[src/rtl/neo_pkg.sv]
// neo_pkg: shared state encoding, default sizes and result width for the NEO engine
package neo_pkg;
  localparam int N_DEF = 16;
  localparam int M_DEF = 32;
  typedef enum logic [1:0] {IDLE, FETCH, DRAIN, DONE} state_t;
  function automatic int res_w(input int n);
    return 2 * n + 1;
  endfunction
endpackage

[src/rtl/neo_datapath.sv]
// neo_datapath: sample window and psi[n] = x[n]^2 - x[n-1]*x[n+1] arithmetic
module neo_datapath import neo_pkg::*; #(
  parameter int N = N_DEF,
  parameter logic signed [res_w(N)-1:0] THRESH = '0
) (
  input  logic                        Clk,
  input  logic                        reset,
  input  logic                        clr,
  input  logic                        shift,
  input  logic signed [N-1:0]         rdata,
  output logic signed [res_w(N)-1:0]  neo_out,
  output logic                        spike,
  output logic                        fire
);
  localparam int W = res_w(N);
  // the incoming sample is x[n+1]; w0/w1 hold x[n]/x[n-1]
  logic signed [N-1:0]   w0, w1;
  logic [1:0]            cnt;
  logic signed [2*N-1:0] sq, cr;
  logic signed [W-1:0]   psi;
  assign sq   = (2*N)'(w0) * (2*N)'(w0);
  assign cr   = (2*N)'(w1) * (2*N)'(rdata);
  assign psi  = W'(sq) - W'(cr);
  assign fire = shift && cnt == 2'd2;
  always_ff @(posedge Clk or negedge reset) begin
    if (!reset) begin
      w0      <= '0;
      w1      <= '0;
      cnt     <= '0;
      neo_out <= '0;
      spike   <= 1'b0;
    end else if (clr) begin
      w0  <= '0;
      w1  <= '0;
      cnt <= '0;
    end else if (shift) begin
      w0  <= rdata;
      w1  <= w0;
      cnt <= cnt == 2'd2 ? cnt : cnt + 2'd1;
      if (fire) begin
        neo_out <= psi;
        spike   <= psi > THRESH;
      end
    end
  end
endmodule

[src/rtl/neo_engine.sv]
// neo_engine: frame sequencer streaming M samples from memory through the NEO datapath
module neo_engine import neo_pkg::*; #(
  parameter int N = N_DEF,
  parameter int M = M_DEF,
  parameter logic signed [res_w(N)-1:0] THRESH = '0
) (
  input  logic                        Clk,
  input  logic                        reset,
  input  logic                        start,
  output logic [$clog2(M)-1:0]        raddr,
  input  logic signed [N-1:0]         rdata,
  output logic signed [res_w(N)-1:0]  neo_out,
  output logic                        neo_valid,
  input  logic                        neo_ready,
  output logic                        spike,
  output logic                        busy,
  output logic                        done
);
  localparam int AW = $clog2(M);
  state_t state;
  logic   rd_pending, issue, fire, spike_r, clr, drain_end;
  // a read is only issued when its result can never overwrite an unaccepted one
  assign issue     = state == FETCH && !rd_pending && (!neo_valid || neo_ready);
  assign drain_end = state == DRAIN && !rd_pending && neo_valid && neo_ready;
  assign clr       = state == IDLE && start;
  assign spike     = spike_r && neo_valid;
  neo_datapath #(.N(N), .THRESH(THRESH)) u_dp (
    .Clk     (Clk),
    .reset   (reset),
    .clr     (clr),
    .shift   (rd_pending),
    .rdata   (rdata),
    .neo_out (neo_out),
    .spike   (spike_r),
    .fire    (fire)
  );
  always_ff @(posedge Clk or negedge reset) begin
    if (!reset) begin
      state      <= IDLE;
      raddr      <= '0;
      rd_pending <= 1'b0;
      neo_valid  <= 1'b0;
      busy       <= 1'b0;
      done       <= 1'b0;
    end else begin
      rd_pending <= issue;
      neo_valid  <= fire || (neo_valid && !neo_ready);
      done       <= drain_end;
      case (state)
        IDLE: if (start) begin
          state <= FETCH;
          raddr <= '0;
          busy  <= 1'b1;
        end
        FETCH: if (issue) begin
          if (raddr == AW'(M - 1)) state <= DRAIN;
          else raddr <= raddr + AW'(1);
        end
        DRAIN: if (drain_end) state <= DONE;
        DONE: begin
          state <= IDLE;
          busy  <= 1'b0;
        end
      endcase
    end
  end
endmodule

[config.mk]
export PLATFORM = sky130hd
export DESIGN_NAME = neo_engine
export DESIGN_NICKNAME = d
export VERILOG_FILES = /design/src/rtl/neo_pkg.sv /design/src/rtl/neo_datapath.sv /design/src/rtl/neo_engine.sv
export SDC_FILE = /design/constraint.sdc
export NUM_CORES = 2
export LEC_CHECK = 0
export ABC_AREA = 1
export CAP_MARGIN = 25
export CORE_ASPECT_RATIO = 1.2
export CORE_UTILIZATION = 53
export CTS_BUF_LIST = sky130_fd_sc_hd__clkbuf_4
export DETAILED_ROUTE_END_ITERATION = 8
export PLACE_DENSITY = 0.76
export RECOVER_POWER = 50
export SLEW_MARGIN = 20
export SYNTH_ARGS = -nofsm -noshare
export SYNTH_HDL_FRONTEND = slang
export SYNTH_SLANG_ARGS = --single-unit
[constraint.sdc]
create_clock -name Clk -period 22.8 [get_ports Clk]
set_input_delay 4.56 -clock Clk [delete_from_list [all_inputs] [get_ports Clk]]
set_output_delay 4.56 -clock Clk [all_outputs]
set_load 0.02 [all_outputs]
# Word-level counts from Yosys, hierarchy flattened
# Index checks and enable logic that the tools add are counted.
# word_totals
regBits	79
latch_bits	0
mem_bits_rw	0
mem_bits_ro	0
inputBits	20
mem_count	0
# op_classes
addsub	3
mul	2
n_div	0
n_lt_le_gt_ge	1
n_eq_ne	11
shift	0
muxes	18
n_bitwise	1
n_reduce_logical	23
# ops
op	count
$mul A16 B16 Y32	2
$mux W16	4
$gt A33 B1 Y1 const B	1
$sub A32 B32 Y33	1
$mux W5	3
$mux W2	7
$ne A2 B2 Y1 const B	5
$pmux W5 S2	1
$logic_and A1 B1 Y1	9
$pmux W2 S4	1
$reduce_and A4 Y1	2
$eq A2 B2 Y1 const B	3
$reduce_bool A2 Y1	3
$add A5 B1 Y5 const B	1
$eq A5 B5 Y1 const B	1
$reduce_and A2 Y1	2
$logic_not A1 Y1	3
$reduce_and A3 Y1	1
$add A2 B1 Y2 const B	1
$eq A2 B1 Y1 const B	1
$logic_not A2 Y1	1
$logic_or A1 B1 Y1	2
$ne A2 B1 Y1 const B	1
$pmux W1 S2	1
2 further kinds	2

# Depth between registers and ports, before layout
# logic_depth
depth_word	6
depth_mapped	38

# By module
# Synthesis repeated with hierarchy kept, for this count alone.
# unflattened
hier_cells	2934
area_unflattened_um2	23927.9
# modules_own_cells
module	instances	cells_each	area_each_um2	seq_area_each_um2
neo_datapath	1	2854	23274.8	1701.6
neo_engine	1	80	653.1	275.3

# Least setup slack after synthesis
# Ideal clock, no wire load.
# synth_timing
path_type	input port to flip-flop
startpoint	input rdata[0]
endpoint	register u_dp.spike
setup_ps	117
arrival_time_ps	11001
path_slack_ps	11682
path_stages	31
path_buffers	1
cell_sequence	clkbuf_1 -> nand2_1 -> inv_1 -> fa_1 -> inv_1 -> fa_1 -> inv_1 -> fa_1 -> inv_1 -> fa_1 -> fa_1 -> fa_1 -> fa_1 -> inv_1 -> fa_1 -> inv_1 -> ha_1 -> nand2_1 -> nor2_1 -> and2_1 -> and2_1 -> nand2_1 -> nand2_1 -> nand2_1 -> nand2_1 -> nor2_1 -> nand2_1 -> nor2_1 -> nand3_1 -> nand3_1 -> nand2_1
# synth_via
elab_chain_cells	3
# synth_rtl
item	line_no	source
start, declared	neo_engine.sv:11	input logic signed [N-1:0] rdata,
$mul A16 B16 Y32	neo_datapath.sv:22	assign cr = (2*N)'(w1) * (2*N)'(rdata);
$sub A32 B32 Y33	neo_datapath.sv:23	assign psi = W'(sq) - W'(cr);
$gt A33 B1 Y1	neo_datapath.sv:42	spike <= psi > THRESH;
end signal, assigned	neo_datapath.sv:42	
end, declared	neo_datapath.sv:12	output logic spike,
# Every way passes these cells.
# A chain may end at the register's enable or synchronous reset.

# Final worst setup path
# Same ends and word-level chain as after synthesis.

==> results.sh <==
export IMPL_run_status="finished with violations"
export IMPL_violations="max-capacitance violations, max-slew violations"
export IMPL_ys_async_sr_fraction=1.00
export IMPL_nFillCells=3923
export IMPL_io_pins=62
export IMPL_core_sq_mm=0.0440
export IMPL_cp_arrival_ps=12610
export IMPL_syn_instance_count=2871
export IMPL_critPathLaunchType="input port"
export IMPL_stdcell_area_sq_mm=0.0249
export IMPL_netlist_top_cell_by_area="fa_1"
export IMPL_drive_above_1_share=0.0239
export IMPL_start_util=0.539
export IMPL_place_hpwl_mm=49.5
export IMPL_drt_met1_wl_mm=20.4
export IMPL_grt_pass1_wl_mm=97.7
export IMPL_post_cts_buffers=0
export IMPL_whs_endpoint="u_dp.neo_out[12]"
export IMPL_synth_edf_count=0
export IMPL_htreeDepth=3
export IMPL_viasPerCell=5.15
export IMPL_slowest_stage="nand2_1"
export IMPL_cts_buffers=9
export IMPL_via_count=17600
export IMPL_crit_top_cell="fa_1"
export IMPL_path_max_fanout=17
export IMPL_worstHoldPathType="flop to flop"
export IMPL_grt_overflow=0
export IMPL_max_stage_delay_ps=740
export IMPL_die_height_um=234
export IMPL_fmax_mhz=81.7
export IMPL_cts_tree="done"
export IMPL_drv_slew=116
export IMPL_clkSinkCount=79
export IMPL_hold_path_startpoint="u_dp.neo_out[12]"
export IMPL_clk_path_buf_depth=2
export IMPL_fin_tns_setup_ps=0
export IMPL_antenna_left=0
export IMPL_wl_met2_mm=30.9
export IMPL_yosysWarnings=0
export IMPL_min_path_cells=2
export IMPL_cts_clk_slew_worst_paths_ps=150
export IMPL_top_layer_used="met4"
export IMPL_cp_data_required_time_ps=23170
export IMPL_ys_seq_elements=79
export IMPL_rsz0062_at_grt="no"
export IMPL_finalHoldViolCount=0
export IMPL_r2r_start="u_dp.w1[15]"
export IMPL_first_pass_iters=5
export IMPL_mostFrequentLayoutCells="inv_1, nand2_1, fa_1, ha_1, nor2_1"
export IMPL_synth_top_area_frac=0.471
export IMPL_max_cap_violations=2
export IMPL_ff2ff_setup_slack_ps=14500
export IMPL_postRouteWirelength_mm=58.1
export IMPL_skew_ps=38.2
export IMPL_synth_area_top_cells="fa_1, inv_1, nand2_1, ha_1, dfrtp_1"
export IMPL_gr_usage_all_layers=0.276
export IMPL_placed_area_sq_mm=0.0247
export IMPL_root_buffer="clkbuf_4"
export IMPL_area_growth_pct=4.81
export IMPL_nets=3599
export IMPL_dieArea_sq_mm=0.0456
export IMPL_cp_end_kind="flop"
export IMPL_routed_wl_met3_mm=2.78
export IMPL_io_buffers=61
export IMPL_syn_num_nets=3625
export IMPL_cts_hold_buf=0
export IMPL_synth_seq_area_share=0.0833
export IMPL_place_congestion=0.916
export IMPL_setup_viol=0
export IMPL_syn_area_per_cell_sq_um=8.26
export IMPL_relSlewSlack=-1.92
export IMPL_first_iter_violations=1071
export IMPL_post_cts_resized=0
export IMPL_synthDistinctLibCells=40
export IMPL_rr_worst_depth=29
export IMPL_die_x_um=195
export IMPL_wl_per_cell_um=17.0
export IMPL_antenna_found_initial=1
export IMPL_crit_type="input port to flop"
export IMPL_syn_area_sq_mm=0.0237
export IMPL_drc=0
export IMPL_grt_max_degree=80
export IMPL_final_common_cell="inv_1"
export IMPL_num_rows=84
export IMPL_clock_latency_ps=480
export IMPL_r2r_end="u_dp.spike"
export IMPL_ys_flop_type="dfrtp_1"
export IMPL_tightest_slew_ps=4370
export IMPL_finalCriticalPeriod_ps=12240
export IMPL_first_global_vias=19700
export IMPL_fin_crit_sh=0.537
[critical path, delay by kind of cell]
family	cells	cell delay, ps
fa+ha+maj	9	4490
simple gates	13	2240
buf+inv	9	1300
[sequential cells by signal, summed over array words and instances (netlist names)]
register / count
u_dp.w0: 16
state: 2
busy: 1
done: 1
raddr: 5
u_dp.spike: 1
u_dp.cnt: 2
u_dp.neo_out: 33
rd_pending: 1
u_dp.w1: 16
neo_valid: 1
[how the worst max path moves through the flow]
stage	slack [ps]	end	startpoint
finish	10560	u_dp.spike	rdata[0]
global route	10120	u_dp.spike	rdata[0]
CTS	10630	u_dp.spike	rdata[0]
detailed placement	10120	u_dp.spike	rdata[0]
global placement	10260	u_dp.spike	rdata[0]
floorplan	11680	u_dp.spike	rdata[0]
[cells by family after synthesis]
logic type      count (synthesis)  synth area share
fa+ha+maj                     734             0.564
simple gates                  863             0.149
flops                          79            0.0833
xor+xnor                       38            0.0140
compound gates                 96            0.0217
buf+inv                      1061             0.168
[layer usage]
layer,up-vias,track usage
met5,-,0
met4,0,0.178
met3,195,0.0227
met2,613,0.507
met1,8816,0.310
li1,7945,-
[Yosys cell counts, types with 14 or more instances]
| cell type | number |
|---|---|
| o21ai_0 | 56 |
| nand3_1 | 72 |
| xor2_1 | 20 |
| ha_1 | 176 |
| a21oi_1 | 18 |
| nor2_1 | 96 |
| clkbuf_1 | 103 |
| fa_1 | 558 |
| nand2_2 | 14 |
| xnor2_1 | 18 |
| a31oi_1 | 14 |
| nand2_1 | 629 |
| dfrtp_1 | 79 |
| inv_1 | 949 |
[final cells by class]
class,count,area [sq um],share of cell area
Multi-Input combinational cell,1731,17800,0.714
Inverter,951,3570,0.144
Sequential cell,79,1980,0.0795
Tap cell,559,699,0.0281
Timing Repair Buffer,73,691,0.0278
Clock inverter,6,93.8,0.00377
Clock buffer,10,75.1,0.00302
Antenna cell,1,2.50,0.000101
[stage by stage]
stage / hold WS [ps] / util / std cells / setup slack (ps)
global route: 543 / 0.565 / 3410 / 10120
global placement: 467 / 0.561 / 3393 / 10260
CTS: 506 / 0.565 / 3409 / 10630
detailed placement: 470 / 0.561 / 3393 / 10120
finish: 507 / 0.565 / 3410 / 10560
floorplan: 449 / - / 2871 / 11680
Power is left out: the tool's default activity adds up to more than one toggle a clock period on the data nets, which glitch-free logic cannot reach.
